## src/rtl/rat_cu_pkg.sv

```systemverilog
// rat_cu_pkg: shared definitions for the RAT control unit.
//   - state_t   : control FSM states
//   - OP_*      : five-bit opcode groups (instruction bits [17:13])
//   - ALU_*     : ALU operation selects
//   - ctrl_t    : bundle of every control output, produced by the decoder
//   - alu_of_idx: maps the 3-bit "eight-op" index shared by the register and
//                 immediate ALU forms to an ALU select
package rat_cu_pkg;

    // ST_INIT is encoded as zero so a zero-initialising power-up lands in it.
    typedef enum logic [2:0] {
        ST_INIT  = 3'd0,
        ST_FETCH = 3'd1,
        ST_WAIT  = 3'd2,
        ST_EXEC  = 3'd3,
        ST_INTR  = 3'd4
    } state_t;

    localparam logic [3:0] ALU_ADD  = 4'd0;
    localparam logic [3:0] ALU_ADDC = 4'd1;
    localparam logic [3:0] ALU_SUB  = 4'd2;
    localparam logic [3:0] ALU_SUBC = 4'd3;
    localparam logic [3:0] ALU_CMP  = 4'd4;
    localparam logic [3:0] ALU_AND  = 4'd5;
    localparam logic [3:0] ALU_OR   = 4'd6;
    localparam logic [3:0] ALU_EXOR = 4'd7;
    localparam logic [3:0] ALU_TEST = 4'd8;
    localparam logic [3:0] ALU_MOV  = 4'd14;

    localparam logic [4:0] OP_REG_LOGIC  = 5'b00000;
    localparam logic [4:0] OP_REG_ARITH  = 5'b00001;
    localparam logic [4:0] OP_REG_CMPMOV = 5'b00010;
    localparam logic [4:0] OP_BR_Z       = 5'b00100;
    localparam logic [4:0] OP_BR_C       = 5'b00101;
    localparam logic [4:0] OP_STACK      = 5'b01001;
    localparam logic [4:0] OP_FLAG_RET   = 5'b01100;
    localparam logic [4:0] OP_INT_RETI   = 5'b01101;
    localparam logic [4:0] OP_CMP_IMM    = 5'b11000;
    localparam logic [4:0] OP_IN         = 5'b11001;
    localparam logic [4:0] OP_OUT        = 5'b11010;
    localparam logic [4:0] OP_MOV_IMM    = 5'b11011;
    localparam logic [1:0] OP_ALU_IMM_PFX = 2'b10;

    localparam logic [1:0] PC_SRC_IMM  = 2'd0;
    localparam logic [1:0] PC_SRC_SCR  = 2'd1;
    localparam logic [1:0] PC_SRC_INTR = 2'd2;
    localparam logic [1:0] RF_SRC_SCR  = 2'd1;
    localparam logic [1:0] RF_SRC_IN   = 2'd3;
    localparam logic [1:0] SCR_AT_SP    = 2'd2;
    localparam logic [1:0] SCR_AT_SP_M1 = 2'd3;

    typedef struct packed {
        logic       pc_ld;
        logic       pc_inc;
        logic [1:0] pc_mux_sel;
        logic       alu_opy_sel;
        logic [3:0] alu_sel;
        logic       rf_wr;
        logic [1:0] rf_wr_sel;
        logic       sp_incr;
        logic       sp_decr;
        logic       scr_we;
        logic [1:0] scr_addr_sel;
        logic       scr_data_sel;
        logic       flg_c_set;
        logic       flg_c_clr;
        logic       flg_c_ld;
        logic       flg_z_ld;
        logic       flg_ld_sel;
        logic       flg_shad_ld;
        logic       i_set;
        logic       i_clr;
        logic       rst;
        logic       io_strb;
    } ctrl_t;

    // Index 0-3 are the logic ops, 4-7 the arithmetic ops.
    function automatic logic [3:0] alu_of_idx(input logic [2:0] idx);
        logic [3:0] sel;
        case (idx)
            3'd0:    sel = ALU_AND;
            3'd1:    sel = ALU_OR;
            3'd2:    sel = ALU_EXOR;
            3'd3:    sel = ALU_TEST;
            3'd4:    sel = ALU_ADD;
            3'd5:    sel = ALU_ADDC;
            3'd6:    sel = ALU_SUB;
            3'd7:    sel = ALU_SUBC;
            default: sel = ALU_AND;
        endcase
        return sel;
    endfunction

endpackage

```

## src/rtl/rat_ctrl_unit_if.sv

```systemverilog
// rat_ctrl_unit_if: instruction/flag inputs and control outputs of the RAT
// control unit.
//   master: instruction source side (drives opcode fields, flags, INT_CU)
//   slave : control unit side (drives every datapath control)
interface rat_ctrl_unit_if;
    logic [4:0] OPCODE_HI_5;
    logic [1:0] OPCODE_LOW_2;
    logic       INT_CU;
    logic       C_FLAG;
    logic       Z_FLAG;
    logic       PC_LD;
    logic       PC_INC;
    logic [1:0] PC_MUX_SEL;
    logic       ALU_OPY_SEL;
    logic [3:0] ALU_SEL;
    logic       RF_WR;
    logic [1:0] RF_WR_SEL;
    logic       SP_INCR;
    logic       SP_DECR;
    logic       SCR_WE;
    logic [1:0] SCR_ADDR_SEL;
    logic       SCR_DATA_SEL;
    logic       FLG_C_SET;
    logic       FLG_C_CLR;
    logic       FLG_C_LD;
    logic       FLG_Z_LD;
    logic       FLG_LD_SEL;
    logic       FLG_SHAD_LD;
    logic       I_SET;
    logic       I_CLR;
    logic       RST;
    logic       IO_STRB;

    modport master (
        output OPCODE_HI_5, OPCODE_LOW_2, INT_CU, C_FLAG, Z_FLAG,
        input  PC_LD, PC_INC, PC_MUX_SEL, ALU_OPY_SEL, ALU_SEL, RF_WR, RF_WR_SEL,
               SP_INCR, SP_DECR, SCR_WE, SCR_ADDR_SEL, SCR_DATA_SEL, FLG_C_SET,
               FLG_C_CLR, FLG_C_LD, FLG_Z_LD, FLG_LD_SEL, FLG_SHAD_LD, I_SET,
               I_CLR, RST, IO_STRB
    );

    modport slave (
        input  OPCODE_HI_5, OPCODE_LOW_2, INT_CU, C_FLAG, Z_FLAG,
        output PC_LD, PC_INC, PC_MUX_SEL, ALU_OPY_SEL, ALU_SEL, RF_WR, RF_WR_SEL,
               SP_INCR, SP_DECR, SCR_WE, SCR_ADDR_SEL, SCR_DATA_SEL, FLG_C_SET,
               FLG_C_CLR, FLG_C_LD, FLG_Z_LD, FLG_LD_SEL, FLG_SHAD_LD, I_SET,
               I_CLR, RST, IO_STRB
    );
endinterface

```

## src/rtl/rat_cu_decode.sv

```systemverilog
// rat_cu_decode: purely combinational instruction decoder for the EXEC cycle.
//   opcode_hi : instruction bits [17:13]
//   opcode_lo : instruction bits [1:0]
//   c_flag    : current carry flag (conditional branches)
//   z_flag    : current zero flag (conditional branches)
//   ctrl      : control outputs for this instruction; all zero for an
//               undefined opcode, which therefore executes as a NOP
module rat_cu_decode
    import rat_cu_pkg::*;
(
    input  logic [4:0] opcode_hi,
    input  logic [1:0] opcode_lo,
    input  logic       c_flag,
    input  logic       z_flag,
    output ctrl_t      ctrl
);

    // Opcode decode; every field not named for an instruction stays zero.
    always_comb begin
        ctrl = '0;
        case (opcode_hi)
            OP_REG_LOGIC, OP_REG_ARITH: begin
                // bit 13 picks logic vs arithmetic, LOW picks the op in the group
                ctrl.alu_sel  = alu_of_idx({opcode_hi[0], opcode_lo});
                ctrl.rf_wr    = (ctrl.alu_sel != ALU_TEST);
                ctrl.flg_c_ld = 1'b1;
                ctrl.flg_z_ld = 1'b1;
            end
            OP_REG_CMPMOV: begin
                case (opcode_lo)
                    2'b00: begin
                        ctrl.alu_sel  = ALU_CMP;
                        ctrl.flg_c_ld = 1'b1;
                        ctrl.flg_z_ld = 1'b1;
                    end
                    2'b01: begin
                        ctrl.alu_sel = ALU_MOV;
                        ctrl.rf_wr   = 1'b1;
                    end
                    default: ctrl = '0;
                endcase
            end
            OP_BR_Z: begin
                case (opcode_lo)
                    2'b00: ctrl.pc_ld = 1'b1;
                    2'b01: begin
                        // CALL: push return PC at SP-1, then jump
                        ctrl.pc_ld        = 1'b1;
                        ctrl.sp_decr      = 1'b1;
                        ctrl.scr_we       = 1'b1;
                        ctrl.scr_addr_sel = SCR_AT_SP_M1;
                        ctrl.scr_data_sel = 1'b1;
                    end
                    2'b10:   ctrl.pc_ld = z_flag;
                    2'b11:   ctrl.pc_ld = ~z_flag;
                    default: ctrl = '0;
                endcase
            end
            OP_BR_C: begin
                case (opcode_lo)
                    2'b00:   ctrl.pc_ld = c_flag;
                    2'b01:   ctrl.pc_ld = ~c_flag;
                    default: ctrl = '0;
                endcase
            end
            OP_STACK: begin
                case (opcode_lo)
                    2'b01: begin
                        ctrl.scr_we       = 1'b1;
                        ctrl.scr_addr_sel = SCR_AT_SP_M1;
                        ctrl.sp_decr      = 1'b1;
                    end
                    2'b10: begin
                        ctrl.scr_addr_sel = SCR_AT_SP;
                        ctrl.rf_wr        = 1'b1;
                        ctrl.rf_wr_sel    = RF_SRC_SCR;
                        ctrl.sp_incr      = 1'b1;
                    end
                    default: ctrl = '0;
                endcase
            end
            OP_FLAG_RET: begin
                case (opcode_lo)
                    2'b00: ctrl.flg_c_clr = 1'b1;
                    2'b01: ctrl.flg_c_set = 1'b1;
                    2'b10: begin
                        ctrl.pc_ld        = 1'b1;
                        ctrl.pc_mux_sel   = PC_SRC_SCR;
                        ctrl.scr_addr_sel = SCR_AT_SP;
                        ctrl.sp_incr      = 1'b1;
                    end
                    default: ctrl = '0;
                endcase
            end
            OP_INT_RETI: begin
                case (opcode_lo)
                    2'b00: ctrl.i_set = 1'b1;
                    2'b01: ctrl.i_clr = 1'b1;
                    2'b10, 2'b11: begin
                        // RETID/RETIE: return and restore flags from the shadow
                        ctrl.pc_ld        = 1'b1;
                        ctrl.pc_mux_sel   = PC_SRC_SCR;
                        ctrl.scr_addr_sel = SCR_AT_SP;
                        ctrl.sp_incr      = 1'b1;
                        ctrl.flg_ld_sel   = 1'b1;
                        ctrl.flg_c_ld     = 1'b1;
                        ctrl.flg_z_ld     = 1'b1;
                        ctrl.i_set        = opcode_lo[0];
                        ctrl.i_clr        = ~opcode_lo[0];
                    end
                    default: ctrl = '0;
                endcase
            end
            OP_CMP_IMM: begin
                ctrl.alu_sel     = ALU_CMP;
                ctrl.alu_opy_sel = 1'b1;
                ctrl.flg_c_ld    = 1'b1;
                ctrl.flg_z_ld    = 1'b1;
            end
            OP_IN: begin
                ctrl.rf_wr     = 1'b1;
                ctrl.rf_wr_sel = RF_SRC_IN;
            end
            OP_OUT: ctrl.io_strb = 1'b1;
            OP_MOV_IMM: begin
                ctrl.alu_sel     = ALU_MOV;
                ctrl.alu_opy_sel = 1'b1;
                ctrl.rf_wr       = 1'b1;
            end
            default: begin
                // 10xxx: immediate forms of the eight ALU ops, bits [15:13] select
                if (opcode_hi[4:3] == OP_ALU_IMM_PFX) begin
                    ctrl.alu_sel     = alu_of_idx(opcode_hi[2:0]);
                    ctrl.alu_opy_sel = 1'b1;
                    ctrl.rf_wr       = (ctrl.alu_sel != ALU_TEST);
                    ctrl.flg_c_ld    = 1'b1;
                    ctrl.flg_z_ld    = 1'b1;
                end else begin
                    ctrl = '0;
                end
            end
        endcase
    end

endmodule

```

## src/rtl/rat_ctrl_unit.sv

```systemverilog
// rat_ctrl_unit: RAT CPU control unit (FSM + decoder).
//   INT_EN   : 1 honours INT_CU at the end of EXEC, 0 ignores it
//   WAIT_CYC : 0-3 extra wait cycles after every fetch (slow program memory)
//   CLK      : clock, rising edge
//   RESET    : synchronous active-high reset to ST_INIT
//   bus      : opcode/flag/interrupt inputs and all datapath controls
// Controls are combinational from the current state and the inputs.
module rat_ctrl_unit
    import rat_cu_pkg::*;
#(
    parameter bit          INT_EN   = 1'b1,
    parameter int unsigned WAIT_CYC = 32'd0
) (
    input  logic          CLK,
    input  logic          RESET,
    rat_ctrl_unit_if.slave bus
);

    // Counter value on the last wait cycle; unused when WAIT_CYC is 0.
    localparam logic [1:0] WAIT_LAST = (WAIT_CYC > 32'd0) ? 2'(WAIT_CYC - 32'd1) : 2'd0;

    state_t     state_r;
    state_t     state_s;
    logic [1:0] wait_cnt_r;
    logic [1:0] wait_cnt_s;
    ctrl_t      dec_ctrl_s;
    ctrl_t      ctrl_s;

    rat_cu_decode u_decode (
        .opcode_hi (bus.OPCODE_HI_5),
        .opcode_lo (bus.OPCODE_LOW_2),
        .c_flag    (bus.C_FLAG),
        .z_flag    (bus.Z_FLAG),
        .ctrl      (dec_ctrl_s)
    );

    // State register and wait counter.
    always_ff @(posedge CLK) begin
        if (RESET) begin
            state_r    <= ST_INIT;
            wait_cnt_r <= 2'd0;
        end else begin
            state_r    <= state_s;
            wait_cnt_r <= wait_cnt_s;
        end
    end

    // Next-state logic.
    always_comb begin
        state_s    = state_r;
        wait_cnt_s = wait_cnt_r;
        case (state_r)
            ST_INIT: state_s = ST_FETCH;
            ST_FETCH: begin
                wait_cnt_s = 2'd0;
                if (WAIT_CYC > 32'd0) begin
                    state_s = ST_WAIT;
                end else begin
                    state_s = ST_EXEC;
                end
            end
            ST_WAIT: begin
                if (wait_cnt_r == WAIT_LAST) begin
                    state_s = ST_EXEC;
                end else begin
                    wait_cnt_s = wait_cnt_r + 2'd1;
                end
            end
            ST_EXEC: begin
                // interrupt is only sampled here, at an instruction boundary
                if (INT_EN && bus.INT_CU) begin
                    state_s = ST_INTR;
                end else begin
                    state_s = ST_FETCH;
                end
            end
            ST_INTR: state_s = ST_FETCH;
            default: state_s = ST_INIT;
        endcase
    end

    // Output selection: decoder only drives the bus during EXEC.
    always_comb begin
        ctrl_s = '0;
        case (state_r)
            ST_INIT:  ctrl_s.rst    = 1'b1;
            ST_FETCH: ctrl_s.pc_inc = 1'b1;
            ST_WAIT:  ctrl_s        = '0;
            ST_EXEC:  ctrl_s        = dec_ctrl_s;
            ST_INTR: begin
                // push PC, vector to ISR, snapshot flags, mask further interrupts
                ctrl_s.pc_ld        = 1'b1;
                ctrl_s.pc_mux_sel   = PC_SRC_INTR;
                ctrl_s.sp_decr      = 1'b1;
                ctrl_s.scr_we       = 1'b1;
                ctrl_s.scr_addr_sel = SCR_AT_SP_M1;
                ctrl_s.scr_data_sel = 1'b1;
                ctrl_s.flg_shad_ld  = 1'b1;
                ctrl_s.i_clr        = 1'b1;
            end
            default: ctrl_s = '0;
        endcase
    end

    assign bus.PC_LD        = ctrl_s.pc_ld;
    assign bus.PC_INC       = ctrl_s.pc_inc;
    assign bus.PC_MUX_SEL   = ctrl_s.pc_mux_sel;
    assign bus.ALU_OPY_SEL  = ctrl_s.alu_opy_sel;
    assign bus.ALU_SEL      = ctrl_s.alu_sel;
    assign bus.RF_WR        = ctrl_s.rf_wr;
    assign bus.RF_WR_SEL    = ctrl_s.rf_wr_sel;
    assign bus.SP_INCR      = ctrl_s.sp_incr;
    assign bus.SP_DECR      = ctrl_s.sp_decr;
    assign bus.SCR_WE       = ctrl_s.scr_we;
    assign bus.SCR_ADDR_SEL = ctrl_s.scr_addr_sel;
    assign bus.SCR_DATA_SEL = ctrl_s.scr_data_sel;
    assign bus.FLG_C_SET    = ctrl_s.flg_c_set;
    assign bus.FLG_C_CLR    = ctrl_s.flg_c_clr;
    assign bus.FLG_C_LD     = ctrl_s.flg_c_ld;
    assign bus.FLG_Z_LD     = ctrl_s.flg_z_ld;
    assign bus.FLG_LD_SEL   = ctrl_s.flg_ld_sel;
    assign bus.FLG_SHAD_LD  = ctrl_s.flg_shad_ld;
    assign bus.I_SET        = ctrl_s.i_set;
    assign bus.I_CLR        = ctrl_s.i_clr;
    assign bus.RST          = ctrl_s.rst;
    assign bus.IO_STRB      = ctrl_s.io_strb;

endmodule

```

## src/flat_wrapper.sv

```systemverilog
// flat-port wrapper written by rule: the top's interface ports become plain ports
module rat_ctrl_unit_flat import rat_cu_pkg::*;
#(
    parameter bit          INT_EN   = 1'b1,
    parameter int unsigned WAIT_CYC = 32'd0
)
  (CLK, RESET, bus_OPCODE_HI_5, bus_OPCODE_LOW_2, bus_INT_CU, bus_C_FLAG, bus_Z_FLAG, bus_PC_LD, bus_PC_INC, bus_PC_MUX_SEL, bus_ALU_OPY_SEL, bus_ALU_SEL, bus_RF_WR, bus_RF_WR_SEL, bus_SP_INCR, bus_SP_DECR, bus_SCR_WE, bus_SCR_ADDR_SEL, bus_SCR_DATA_SEL, bus_FLG_C_SET, bus_FLG_C_CLR, bus_FLG_C_LD, bus_FLG_Z_LD, bus_FLG_LD_SEL, bus_FLG_SHAD_LD, bus_I_SET, bus_I_CLR, bus_RST, bus_IO_STRB);
  rat_ctrl_unit_if bus_i ();
  input  logic CLK;
  input  logic RESET;
  input wire logic [$bits(bus_i.OPCODE_HI_5)-1:0] bus_OPCODE_HI_5;
  input wire logic [$bits(bus_i.OPCODE_LOW_2)-1:0] bus_OPCODE_LOW_2;
  input wire logic [$bits(bus_i.INT_CU)-1:0] bus_INT_CU;
  input wire logic [$bits(bus_i.C_FLAG)-1:0] bus_C_FLAG;
  input wire logic [$bits(bus_i.Z_FLAG)-1:0] bus_Z_FLAG;
  output wire logic [$bits(bus_i.PC_LD)-1:0] bus_PC_LD;
  output wire logic [$bits(bus_i.PC_INC)-1:0] bus_PC_INC;
  output wire logic [$bits(bus_i.PC_MUX_SEL)-1:0] bus_PC_MUX_SEL;
  output wire logic [$bits(bus_i.ALU_OPY_SEL)-1:0] bus_ALU_OPY_SEL;
  output wire logic [$bits(bus_i.ALU_SEL)-1:0] bus_ALU_SEL;
  output wire logic [$bits(bus_i.RF_WR)-1:0] bus_RF_WR;
  output wire logic [$bits(bus_i.RF_WR_SEL)-1:0] bus_RF_WR_SEL;
  output wire logic [$bits(bus_i.SP_INCR)-1:0] bus_SP_INCR;
  output wire logic [$bits(bus_i.SP_DECR)-1:0] bus_SP_DECR;
  output wire logic [$bits(bus_i.SCR_WE)-1:0] bus_SCR_WE;
  output wire logic [$bits(bus_i.SCR_ADDR_SEL)-1:0] bus_SCR_ADDR_SEL;
  output wire logic [$bits(bus_i.SCR_DATA_SEL)-1:0] bus_SCR_DATA_SEL;
  output wire logic [$bits(bus_i.FLG_C_SET)-1:0] bus_FLG_C_SET;
  output wire logic [$bits(bus_i.FLG_C_CLR)-1:0] bus_FLG_C_CLR;
  output wire logic [$bits(bus_i.FLG_C_LD)-1:0] bus_FLG_C_LD;
  output wire logic [$bits(bus_i.FLG_Z_LD)-1:0] bus_FLG_Z_LD;
  output wire logic [$bits(bus_i.FLG_LD_SEL)-1:0] bus_FLG_LD_SEL;
  output wire logic [$bits(bus_i.FLG_SHAD_LD)-1:0] bus_FLG_SHAD_LD;
  output wire logic [$bits(bus_i.I_SET)-1:0] bus_I_SET;
  output wire logic [$bits(bus_i.I_CLR)-1:0] bus_I_CLR;
  output wire logic [$bits(bus_i.RST)-1:0] bus_RST;
  output wire logic [$bits(bus_i.IO_STRB)-1:0] bus_IO_STRB;
  assign bus_i.OPCODE_HI_5 = bus_OPCODE_HI_5;
  assign bus_i.OPCODE_LOW_2 = bus_OPCODE_LOW_2;
  assign bus_i.INT_CU = bus_INT_CU;
  assign bus_i.C_FLAG = bus_C_FLAG;
  assign bus_i.Z_FLAG = bus_Z_FLAG;
  assign bus_PC_LD = bus_i.PC_LD;
  assign bus_PC_INC = bus_i.PC_INC;
  assign bus_PC_MUX_SEL = bus_i.PC_MUX_SEL;
  assign bus_ALU_OPY_SEL = bus_i.ALU_OPY_SEL;
  assign bus_ALU_SEL = bus_i.ALU_SEL;
  assign bus_RF_WR = bus_i.RF_WR;
  assign bus_RF_WR_SEL = bus_i.RF_WR_SEL;
  assign bus_SP_INCR = bus_i.SP_INCR;
  assign bus_SP_DECR = bus_i.SP_DECR;
  assign bus_SCR_WE = bus_i.SCR_WE;
  assign bus_SCR_ADDR_SEL = bus_i.SCR_ADDR_SEL;
  assign bus_SCR_DATA_SEL = bus_i.SCR_DATA_SEL;
  assign bus_FLG_C_SET = bus_i.FLG_C_SET;
  assign bus_FLG_C_CLR = bus_i.FLG_C_CLR;
  assign bus_FLG_C_LD = bus_i.FLG_C_LD;
  assign bus_FLG_Z_LD = bus_i.FLG_Z_LD;
  assign bus_FLG_LD_SEL = bus_i.FLG_LD_SEL;
  assign bus_FLG_SHAD_LD = bus_i.FLG_SHAD_LD;
  assign bus_I_SET = bus_i.I_SET;
  assign bus_I_CLR = bus_i.I_CLR;
  assign bus_RST = bus_i.RST;
  assign bus_IO_STRB = bus_i.IO_STRB;
  rat_ctrl_unit #(.INT_EN(INT_EN), .WAIT_CYC(WAIT_CYC)) u_core (.CLK(CLK), .RESET(RESET), .bus(bus_i));
endmodule
```

## config.mk

```make
export PLATFORM = sky130hd
export DESIGN_NAME = rat_ctrl_unit_flat
export DESIGN_NICKNAME = d
export VERILOG_FILES = /design/src/rtl/rat_cu_pkg.sv /design/src/rtl/rat_ctrl_unit_if.sv /design/src/rtl/rat_cu_decode.sv /design/src/rtl/rat_ctrl_unit.sv /design/src/flat_wrapper.sv
export SDC_FILE = /design/constraint.sdc
export NUM_CORES = 1
export LEC_CHECK = 0
export ABC_AREA = 1
export CAP_MARGIN = 20
export CORE_MARGIN = 1
export CORE_UTILIZATION = 38
export CTS_BUF_LIST = sky130_fd_sc_hd__clkbuf_4
export DETAILED_ROUTE_END_ITERATION = 10
export GPL_ROUTABILITY_DRIVEN = 1
export HOLD_SLACK_MARGIN = 0.02
export PLACE_DENSITY = 0.71
export SETUP_SLACK_MARGIN = 0.2
export SLEW_MARGIN = 15
export SYNTH_ARGS = -nofsm -noshare
export SYNTH_HDL_FRONTEND = slang
export SYNTH_SLANG_ARGS = --single-unit
```

## constraint.sdc

```tcl
create_clock -name CLK -period 4.05 [get_ports CLK]
set_input_delay 0.405 -clock CLK [delete_from_list [all_inputs] [get_ports CLK]]
set_output_delay 0.405 -clock CLK [all_outputs]
set_load 0.05 [all_outputs]
```

==> impl_metrics.json <==
{
  "outcome": "complete, no violations",
  "drtAntennaViolNets": 0,
  "grt_use_met1": 0.268,
  "die_x_um": 54.4,
  "num-fill-cells": 271,
  "crit_buf_inv": 3,
  "core_mm2": 0.00254,
  "rsz0062_at_grt": "false",
  "r2r-start": "u_core.state_r[2]",
  "timing.hold.ws_ns": 0.482,
  "io_buffers": 39,
  "reg2regPathDepth": 6,
  "io_pins": 40,
  "critPathKind": "primary input to primary output",
  "syn-mean-instance-area_um2": 5.36,
  "antennaDiodeCount": 0,
  "path_cells": "clkdlybuf4s50_1 -> inv_1 -> ha_1 -> nand2_1 -> nand2_1 -> o21ai_0 -> nand2_1 -> nor2_4 -> nor2_1 -> nor2_1 -> clkdlybuf4s50_1",
  "cap_violations": 0,
  "grt_use_met3": 0,
  "crit_path_end_kind": "primary output",
  "final_common_cell": "nand2_1",
  "slew_headroom": 0.662,
  "synthTopCellsByArea": "nand2_1, nor2_1, ha_1, inv_1, dfxtp_1",
  "multi_input_area_um2": 774,
  "insertion_delay_ns": 0.23,
  "clock-root-buffer": "clkbuf_4",
  "overflow": 0,
  "cts.clk_slew.worst_paths_ns": 0.04,
  "grtUsageTotal": 0.199,
  "min_period_over_period": 0.880,
  "start_util": 0.411,
  "p_leak_nw": 0.702,
  "fin_worst_skew_ns": 0.00355,
  "post_cts_buffers": 0,
  "layout_common_cells": "nand2_1, clkdlybuf4s50_1, nor2_1, inv_1",
  "fmax_mhz": 281,
  "post-route-drc-count": 0,
  "netlist_area_mm2": 0.00104,
  "timing.rr.end": "u_core.wait_cnt_r[0]",
  "fin_crit_ns": 3.56,
  "cp.required_ns": 3.64,
  "setup_viol": 0,
  "cts_htree_levels": 1,
  "power_density_mw_per_mm2": 171,
  "grtUsageMet2": 0.348,
  "cts_tree": "done",
  "startpoint_type": "primary input",
  "syn_to_final_growth_pct": 39.4,
  "holdPathStages": 1,
  "clockBufferDepth": 2,
  "syn-instance-count": 195,
  "rows": 18,
  "drt-total-wl_mm": 2.82,
  "regArea_um2": 100,
  "clock-sinks": 5,
  "fin_cells": 261,
  "ys_ff_latch": 5,
  "grt_pass1_wl_mm": 4.46,
  "cp_data_arrival_time_ns": 3.16,
  "netlist.area_leader.share": 0.169,
  "via_per_inst": 4.97,
  "place.gp.congestion": 0.898,
  "hpwl_mm": 2.27,
  "grt_pass1_vias": 1078,
  "drive_gt1_frac": 0.0476,
  "r2r_setup_slack_ns": 2.78,
  "worstMarginPinSlew_ns": 0.505,
  "cts_buffers": 3,
  "synthesis.nets": 218,
  "wl_per_cell_um": 10.8,
  "min-delay-start": "u_core.state_r[2]",
  "cts_hold_buffers": 0,
  "antenna_found_initial": 0,
  "hold_violations": 0,
  "hold_class": "flop to flop",
  "dp.cells": 257,
  "synth_cell_types": 24,
  "path_delay_family": "buffers and inverters",
  "grt.busiest_layer": "met2",
  "worstPathMaxFanout": 12,
  "firstDrtPassIters": 4,
  "die-area_mm2": 0.00296,
  "grt_max_degree": 13,
  "fin_nets": 255,
  "die_h_um": 54.4,
  "via_count": 1296,
  "final_util": 0.572,
  "slowest_delay_ns": 0.82,
  "cts.repair.resized": 0,
  "slew_viol_final": 0,
  "finalSetupTns_ns": 0,
  "ir_drop_uv": 199,
  "ys_seq_area_frac": 0.0958,
  "cp_slowest_cell": "clkdlybuf4s50_1",
  "ys_warn_count": 0,
  "holdPathEnd": "u_core.state_r[2]",
  "cpMostUsedCell": "nand2_1",
  "drtIter0Drc": 38,
  "cp_num_cells": 11,
  "synth_top_area_cell": "nand2_1",
  "total_power_uw": 250
}
==> cell usage after synthesis, drive strengths merged <==
master,instances
nand2,49
nand4,7
inv,31
o21ai,12
o211ai,3
o31ai,2
clkbuf,3
a21oi,5
nor3,10
xor2,1
buf,5
nand3,11
ha,11
dfxtp,5
a31oi,1
nor2,38
nor4,1
==> power by group <==
group          switching, mW  internal, mW  leakage, nW
clock network         0.0180        0.0438       0.0184
registers            0.00285        0.0540       0.0413
logic                 0.0862        0.0447        0.643
total                  0.107         0.143        0.702
==> registers in the layout (all words and copies together) (netlist names) <==
| name | count |
|---|---|
| u_core.state_r | 3 |
| u_core.wait_cnt_r | 2 |
==> worst max path at each step <==
stage / startpoint / end / slack (ns)
after floorplan: bus_OPCODE_HI_5[0] / bus_SP_DECR / 0.89
after global placement: bus_OPCODE_HI_5[0] / bus_FLG_C_LD / 0.60
after detailed placement: bus_OPCODE_HI_5[0] / bus_FLG_C_LD / 0.47
after CTS: bus_OPCODE_HI_5[0] / bus_FLG_C_LD / 0.48
after global routing: bus_OPCODE_HI_5[0] / bus_FLG_Z_LD / 0.29
final: bus_OPCODE_HI_5[0] / bus_FLG_Z_LD / 0.49
==> stage by stage <==
stage | worst slack [ns] | cell area, um2
after detailed placement | 0.473 | 1430
after global placement | 0.596 | 1430
final | 0.486 | 1460
after floorplan | 0.892 | 1040
after CTS | 0.479 | 1460
after global routing | 0.293 | 1460
==> metal layers <==
layer	part of all wire	vias to the layer above	wire, um
met5	0	-	0
li1	-	690	-
met2	0.47	34	1340
met1	0.48	572	1350
met3	0.047	0	132
met4	0	0	0
==> cell type report <==
type                    count  share of cell area
clock buffers               4              0.0206
well taps                  30              0.0258
flip-flops and latches      5              0.0687
multi-input cells         151               0.532
inverters                  31              0.0799
repair buffers             40               0.273
==> cells by family (layout without fill, tap and decap cells) <==
kind of cell,after synthesis,count (layout),synth area share
AOI/OAI and AO/OA,23,23,0.123
DFF,5,5,0.0958
xor gates and xnor gates,1,1,0.00838
adders and majority gates,11,11,0.132
and+or+nand+nor,116,116,0.478
buffers and inverters,39,75,0.163
No activity file was read; power rests on OpenSTA's default activity.
==> RTL edit 1: new RTL, same flow settings <==
`INT_EN` is set to 1'b1 in 2 places; all go to 1'b0.
--- a/src/rtl/rat_ctrl_unit.sv
+++ b/src/rtl/rat_ctrl_unit.sv
@@ -8,7 +8,7 @@
 module rat_ctrl_unit
     import rat_cu_pkg::*;
 #(
-    parameter bit          INT_EN   = 1'b1,
+    parameter bit          INT_EN   = 1'b0,
     parameter int unsigned WAIT_CYC = 32'd0
 ) (
     input  logic          CLK,
--- a/src/flat_wrapper.sv
+++ b/src/flat_wrapper.sv
@@ -1,7 +1,7 @@
 // flat-port wrapper written by rule: the top's interface ports become plain ports
 module rat_ctrl_unit_flat import rat_cu_pkg::*;
 #(
-    parameter bit          INT_EN   = 1'b1,
+    parameter bit          INT_EN   = 1'b0,
     parameter int unsigned WAIT_CYC = 32'd0
 )
   (CLK, RESET, bus_OPCODE_HI_5, bus_OPCODE_LOW_2, bus_INT_CU, bus_C_FLAG, bus_Z_FLAG, bus_PC_LD, bus_PC_INC, bus_PC_MUX_SEL, bus_ALU_OPY_SEL, bus_ALU_SEL, bus_RF_WR, bus_RF_WR_SEL, bus_SP_INCR, bus_SP_DECR, bus_SCR_WE, bus_SCR_ADDR_SEL, bus_SCR_DATA_SEL, bus_FLG_C_SET, bus_FLG_C_CLR, bus_FLG_C_LD, bus_FLG_Z_LD, bus_FLG_LD_SEL, bus_FLG_SHAD_LD, bus_I_SET, bus_I_CLR, bus_RST, bus_IO_STRB);
Formal check against the unedited RTL: not equivalent (Yosys sat finds a counterexample within 4 cycles, from zero or initial values and one cycle with RESET high).
==> RTL edit 1 against the original RTL <==
- routed wire length shrank 5.4%
- fmax grew 2.8%
- sequential power shrank 25%
- sequential cell count shrank 1
- synthesized cell count shrank 2.6%
- via count shrank 4.6%
- count of clock-buffer cells in the layout shrank 1
- worst setup slack gained 97 ps
- power shrank 11%
- design area grew 3.0%
- register-to-register slack lost 50 ps
- synthesized area grew 8.0%
==> RTL edit 1: results (changes against the original RTL) <==
| Metric | Value |
|---|---|
| Total track usage | `17.62% (-2.3 points)` |
| Reg2Reg Depth | `7 (+1)` |
| Syn Inst Count | `190 (-2.6%)` |
| Top post-synthesis cells by area | `ha_1 (17%), nand2_1 (12%), inv_1 (9.3%), nor2_1 (7.3%), dfxtp_1 (7.1%)` |
| Layout cells sized above 1 | `15.70% (+11 points)` |
| Worst setup path endpoint | `bus_ALU_SEL[2]` |
| CTS buffer count | `3 (unchanged)` |
| Clock share of power | `22.4% (-2.3 points)` |
| Worst reg-to-reg setup slack | `2730 ps (-50 ps)` |
| IO Port Bufs | `36 (-7.7%)` |
| Slew headroom | `66.27% (about the same)` |
| Worst-path clk slew | `30 ps` |
| First-pass GRT wire length | `4567 um (+2.5%)` |
| Largest stage delay on the critical path | `790 ps (-30 ps)` |
| # nets final | `252 (-1.2%)` |
| Worst R2R End | `u_core.state_r[0]` |
| Status | `complete, no violations` |
| FILL cells | `305 (+13%)` |
| Internal power | `119.4 uW (-16%)` |
| Sequential share of power | `19.3% (-3.5 points)` |
| Synth top cells by count | `nand2_1 (37), inv_1 (28), nor2_1 (22)` |
| Starting DRT DRC Count | `43 (+13%)` |
| Root Driver | `clkbuf_4` |
| Final Cycle Share | `85.59% (-2.4 points)` |
| Worst R2R Start | `u_core.state_r[0]` |
| Final HPWL DP | `2258 um (-0.55%)` |
| Leak pwr | `0.0007204 uW (+2.6%)` |
| Vias in the first global route | `1079 (+0.093%)` |
| Sequential fraction of the synthesis area | `7.095% (-2.5 points)` |
| Critical path arrival | `3060 ps (-100 ps)` |
| Power Dens Cells | `147.6 nW/um^2 (-14%)` |
| Hold Path Sink | `u_core.wait_cnt_r[0]` |
| Hold Path Class | `flip-flop to flip-flop` |
| Yosys cell types | `28 (+17%)` |
| Wire length per cell | `10.50 um (-2.8%)` |
| Top flop regs | `u_core.state_r: 2 flops, u_core.wait_cnt_r: 2 flops` |
| Largest net degree at the start of global routing | `15 (+2)` |
| Setup Skew | `4.306 ps (+0.7542 ps)` |
| Final wirelength | `2668 um (-5.4%)` |
| Postcts setup bufs | `0 (unchanged)` |
| Via/cell ratio | `4.870 (-1.9%)` |
| Worst Setup SP | `bus_OPCODE_HI_5[1]` |
| Hold Crit Start | `u_core.wait_cnt_r[0]` |
| Worst vdd rail ir drop | `162.0 uV (-19%)` |
| RePlAce Congestion | `0.8607 (-4.2%)` |
## RTL edit 1: cell count changes after synthesis, sizes merged, moves of 3 or more
| cell | unedited run | this run |
|---|---|---|
| nand4 | 7 | 3 |
| nand2 | 49 | 42 |
| buf | 5 | 8 |
| ha | 11 | 15 |
| o211ai | 3 | 0 |
| a21oi | 5 | 9 |
| clkbuf | 3 | 0 |
| nand3 | 11 | 20 |
| nor2 | 38 | 32 |
| nor3 | 10 | 7 |
## RTL edit 1: layout make-up
type | count | area (um^2) | share of cell area [%]
multi-input combinational | 147 | 870.8 | 58.05
timing repair buffer | 37 | 367.9 | 24.52
inverter | 32 | 120.1 | 8.007
sequential | 4 | 80.08 | 5.338
tap | 31 | 38.79 | 2.585
clock buffer | 3 | 22.52 | 1.501
## RTL edit 1: metrics by stage
| step | worst slack [ps] | instance area, um^2 | hold slack, ps | utilization, % |
|---|---|---|---|---|
| floorplan | 1003 | 1132 | 425.6 | - |
| global placement | 601.4 | 1478 | 443.2 | 53.13 |
| detailed placement | 576.2 | 1478 | 450.3 | 53.13 |
| CTS | 573.1 | 1500 | 455.0 | 53.94 |
| global route | 399.7 | 1500 | 463.0 | 53.94 |
| finish | 583.4 | 1500 | 462.0 | 53.94 |
## RTL edit 1: cells by family (layout without fill, tap and decap cells)
logic type	count (synthesis)	count (layout)	synth area share (%)
buf+inv	40	72	16.07
simple gates	106	106	46.67
other cells	1	2	0.3323
fa+ha+maj	15	15	16.63
compound gates	24	24	13.19
flops	4	4	7.096
## RTL edit 1: per-layer routing
metal  GRT usage [%]  part of all wire, %  vias up
met4           6.272                 0.82        0
li1                -                    -      666
met1           22.87                   48      546
met3           1.613                  2.5        2
met5               0                    0        -
met2           30.08                   49       23
==> RTL edit 2: new RTL, same settings <==
Without the edit above. Encoding of `state_t`: now one-hot (5 bits for 5 states).
--- a/src/rtl/rat_cu_pkg.sv
+++ b/src/rtl/rat_cu_pkg.sv
@@ -8,12 +8,12 @@
 package rat_cu_pkg;
 
     // ST_INIT is encoded as zero so a zero-initialising power-up lands in it.
-    typedef enum logic [2:0] {
-        ST_INIT  = 3'd0,
-        ST_FETCH = 3'd1,
-        ST_WAIT  = 3'd2,
-        ST_EXEC  = 3'd3,
-        ST_INTR  = 3'd4
+    typedef enum logic [4:0] {
+        ST_INIT  = 5'b00001,
+        ST_FETCH = 5'b00010,
+        ST_WAIT  = 5'b00100,
+        ST_EXEC  = 5'b01000,
+        ST_INTR  = 5'b10000
     } state_t;
 
     localparam logic [3:0] ALU_ADD  = 4'd0;
Formal check against the unedited RTL: same outputs for any inputs over 10 cycles, from zero or initial values and one cycle with RESET high; not proved beyond that.
==> RTL edit 2 against the original RTL <==
- sequential cell count fell by 1
- routed wire length up 1.4%
- sequential share of layout area decreased by 1.3 points
- design area down 0.86%
- worst setup slack gained 78 ps
- register-to-register slack got worse by 360 ps
- synthesized area shrank 0.84%
- synthesized cell count down 6.2%
- power decreased by 15%
- global-route usage rose by 1.8 points
- critical path type unchanged
- largest power group unchanged
==> RTL edit 2: results (changes against the original RTL) <==
| Metric | Value |
|---|---|
| Status | `complete, no violations` |
| Setup WS pre-CTS | `572.2 ps (+99.50 ps)` |
| # nets final | `242 (-5.1%)` |
| Postcts setup bufs | `0 (unchanged)` |
| Leak pwr | `0.0007215 uW (+2.7%)` |
| Vias in the first global route | `1156 (+7.2%)` |
| Hold Crit Start | `u_core.state_r[0]` |
| Inserted Diodes | `0 (unchanged)` |
| Starting DRT DRC Count | `31 (-18%)` |
| Hold Path Sink | `u_core.state_r[3]` |
| Via Count | `1251 (-3.5%)` |
| Clk Latency, worst-skew pair | `240 ps` |
| Hold Path Stages | `3 (+2)` |
| Antenna violations before repair | `0 (unchanged)` |
| Crit-path max FO | `9 (-3)` |
| Worst vdd rail ir drop | `148.7 uV (-25%)` |
| DRT Pass-1 Iters | `4 (unchanged)` |
| Layout cells sized above 1 | `10.50% (+5.7 points)` |
| Synth top cells by count | `nand2_1 (45), nor2_1 (29), inv_1 (24)` |
| CTS H-tree depth | `1 (unchanged)` |
| Setup Skew | `2.358 ps (-1.194 ps)` |
| Worst-path clk slew | `40 ps (about the same)` |
| Reg2Reg Depth | `7 (+1)` |
| Synth Area in XOR/XNOR | `0% (-0.84 points)` |
| Sequential fraction of the synthesis area | `7.729% (-1.9 points)` |
| Compound-Gate Fraction of Synth Area | `9.420% (-2.9 points)` |
| Multiplexer area fraction after synthesis | `0% (unchanged)` |
| Top flop regs | `u_core.state_r: 4 flops` |
| Critical path arrival | `3080 ps (-80 ps)` |
| Net count after synthesis | `204 (-6.4%)` |
| Worst R2R End | `u_core.state_r[0]` |
| RePlAce Congestion | `0.9913 (+10%)` |
| Post-synth ARST share | `0% (unchanged)` |
| Final HPWL DP | `2431 um (+7.0%)` |
| Final wirelength | `2860 um (+1.4%)` |
| FILL cells | `250 (-7.7%)` |
| Yosys cell types | `25 (+4.2%)` |
| Worst reg-to-reg setup slack | `2420 ps (-360 ps)` |
| Total track usage | `21.74% (+1.8 points)` |
| Post-Synth Adder-Cell Area | `10.87% (-2.3 points)` |
| Worst R2R Start | `u_core.state_r[1]` |
| Largest net degree at the start of global routing | `11 (-2)` |
| Top post-synthesis cells by area | `nand2_1 (16%), ha_1 (11%), nor2_1 (11%), inv_1 (8.7%), dfxtp_1 (7.7%)` |
| Prevailing post-synth register cell | `dfxtp_1` |
| First-pass GRT wire length | `4719 um (+5.9%)` |
| Slew headroom | `61.60% (-4.6 points)` |
## RTL edit 2: changes by cell type in the layout (fill, tap and decap cells not counted), sizes merged, moves of 2 or more
cell,unedited run,this run
a21oi,5,2
ha,11,9
inv,31,26
nand2,49,52
nand3,11,17
nor2,38,35
nor3,10,8
o21ai,12,10
o31ai,2,0
## RTL edit 2: critical path, cell delays in order
cell and delay [ps]:
clkdlybuf4s50_1 630, inv_1 180, ha_1 310, o211ai_1 300, nand3_4 110, nor2_4 160
nor2_1 60, nor2_1 120, clkdlybuf4s50_1 810
## RTL edit 2: layer usage
layer / part of all wire [%] / routed length [um] / global-route usage (%) / up-vias
met5: 0 / 0 / 0 / -
met4: 0.66 / 19 / 6.838 / 0
met3: 3.5 / 101 / 1.944 / 3
met2: 50 / 1430 / 40.04 / 32
met1: 46 / 1309 / 26.11 / 560
li1: - / - / - / 656
## RTL edit 2: worst max-delay path by stage
| stage | slack, ps | cells past startpoint | to |
|---|---|---|---|
| after global placement | 660 | 9 | bus_FLG_C_LD |
| after floorplan | 760 | 6 | bus_SCR_ADDR_SEL[0] |
| after global routing | 380 | 9 | bus_FLG_Z_LD |
| after detailed placement | 570 | 9 | bus_FLG_C_LD |
| final | 560 | 9 | bus_FLG_Z_LD |
| after CTS | 570 | 9 | bus_FLG_C_LD |
## RTL edit 2: layout make-up
class                      count  area [um^2]  area share, %
timing repair buffer          40        397.9          27.56
sequential                     4        80.08          5.546
clock buffer                   3        22.52          1.560
inverter                      27        101.3          7.019
multi-input combinational    145        804.5          55.72
tap                           30        37.54          2.600
## RTL edit 2: per-stage QoR
stage | power, uW | util (%) | hold slack [ps] | cell area [um^2] | cells
final | 211.8 | 57.24 | 542.9 | 1444 | 249
after global routing | 229.3 | 57.24 | 592.5 | 1444 | 249
after CTS | 212.5 | 57.24 | 544.1 | 1444 | 249
after detailed placement | 160.9 | 56.35 | 548.5 | 1421 | 246
after global placement | 157.9 | 56.35 | 511.7 | 1421 | 246
after floorplan | 125.8 | - | 477.4 | 1036 | 183
## RTL edit 2: kinds of logic after synthesis
logic type | count (synthesis)
buffers and inverters | 34
flip-flops | 4
AND/OR/NAND/NOR | 119
AO/OA/AOI/OAI | 17
adder cells (fa/ha/maj) | 9
## RTL edit 2: report_power, final
group	total, uW	internal (uW)	switching, uW
Combinational	116	42.2	73.6
Sequential	45.4	43.6	1.86
Clock	50.6	33.2	17.4
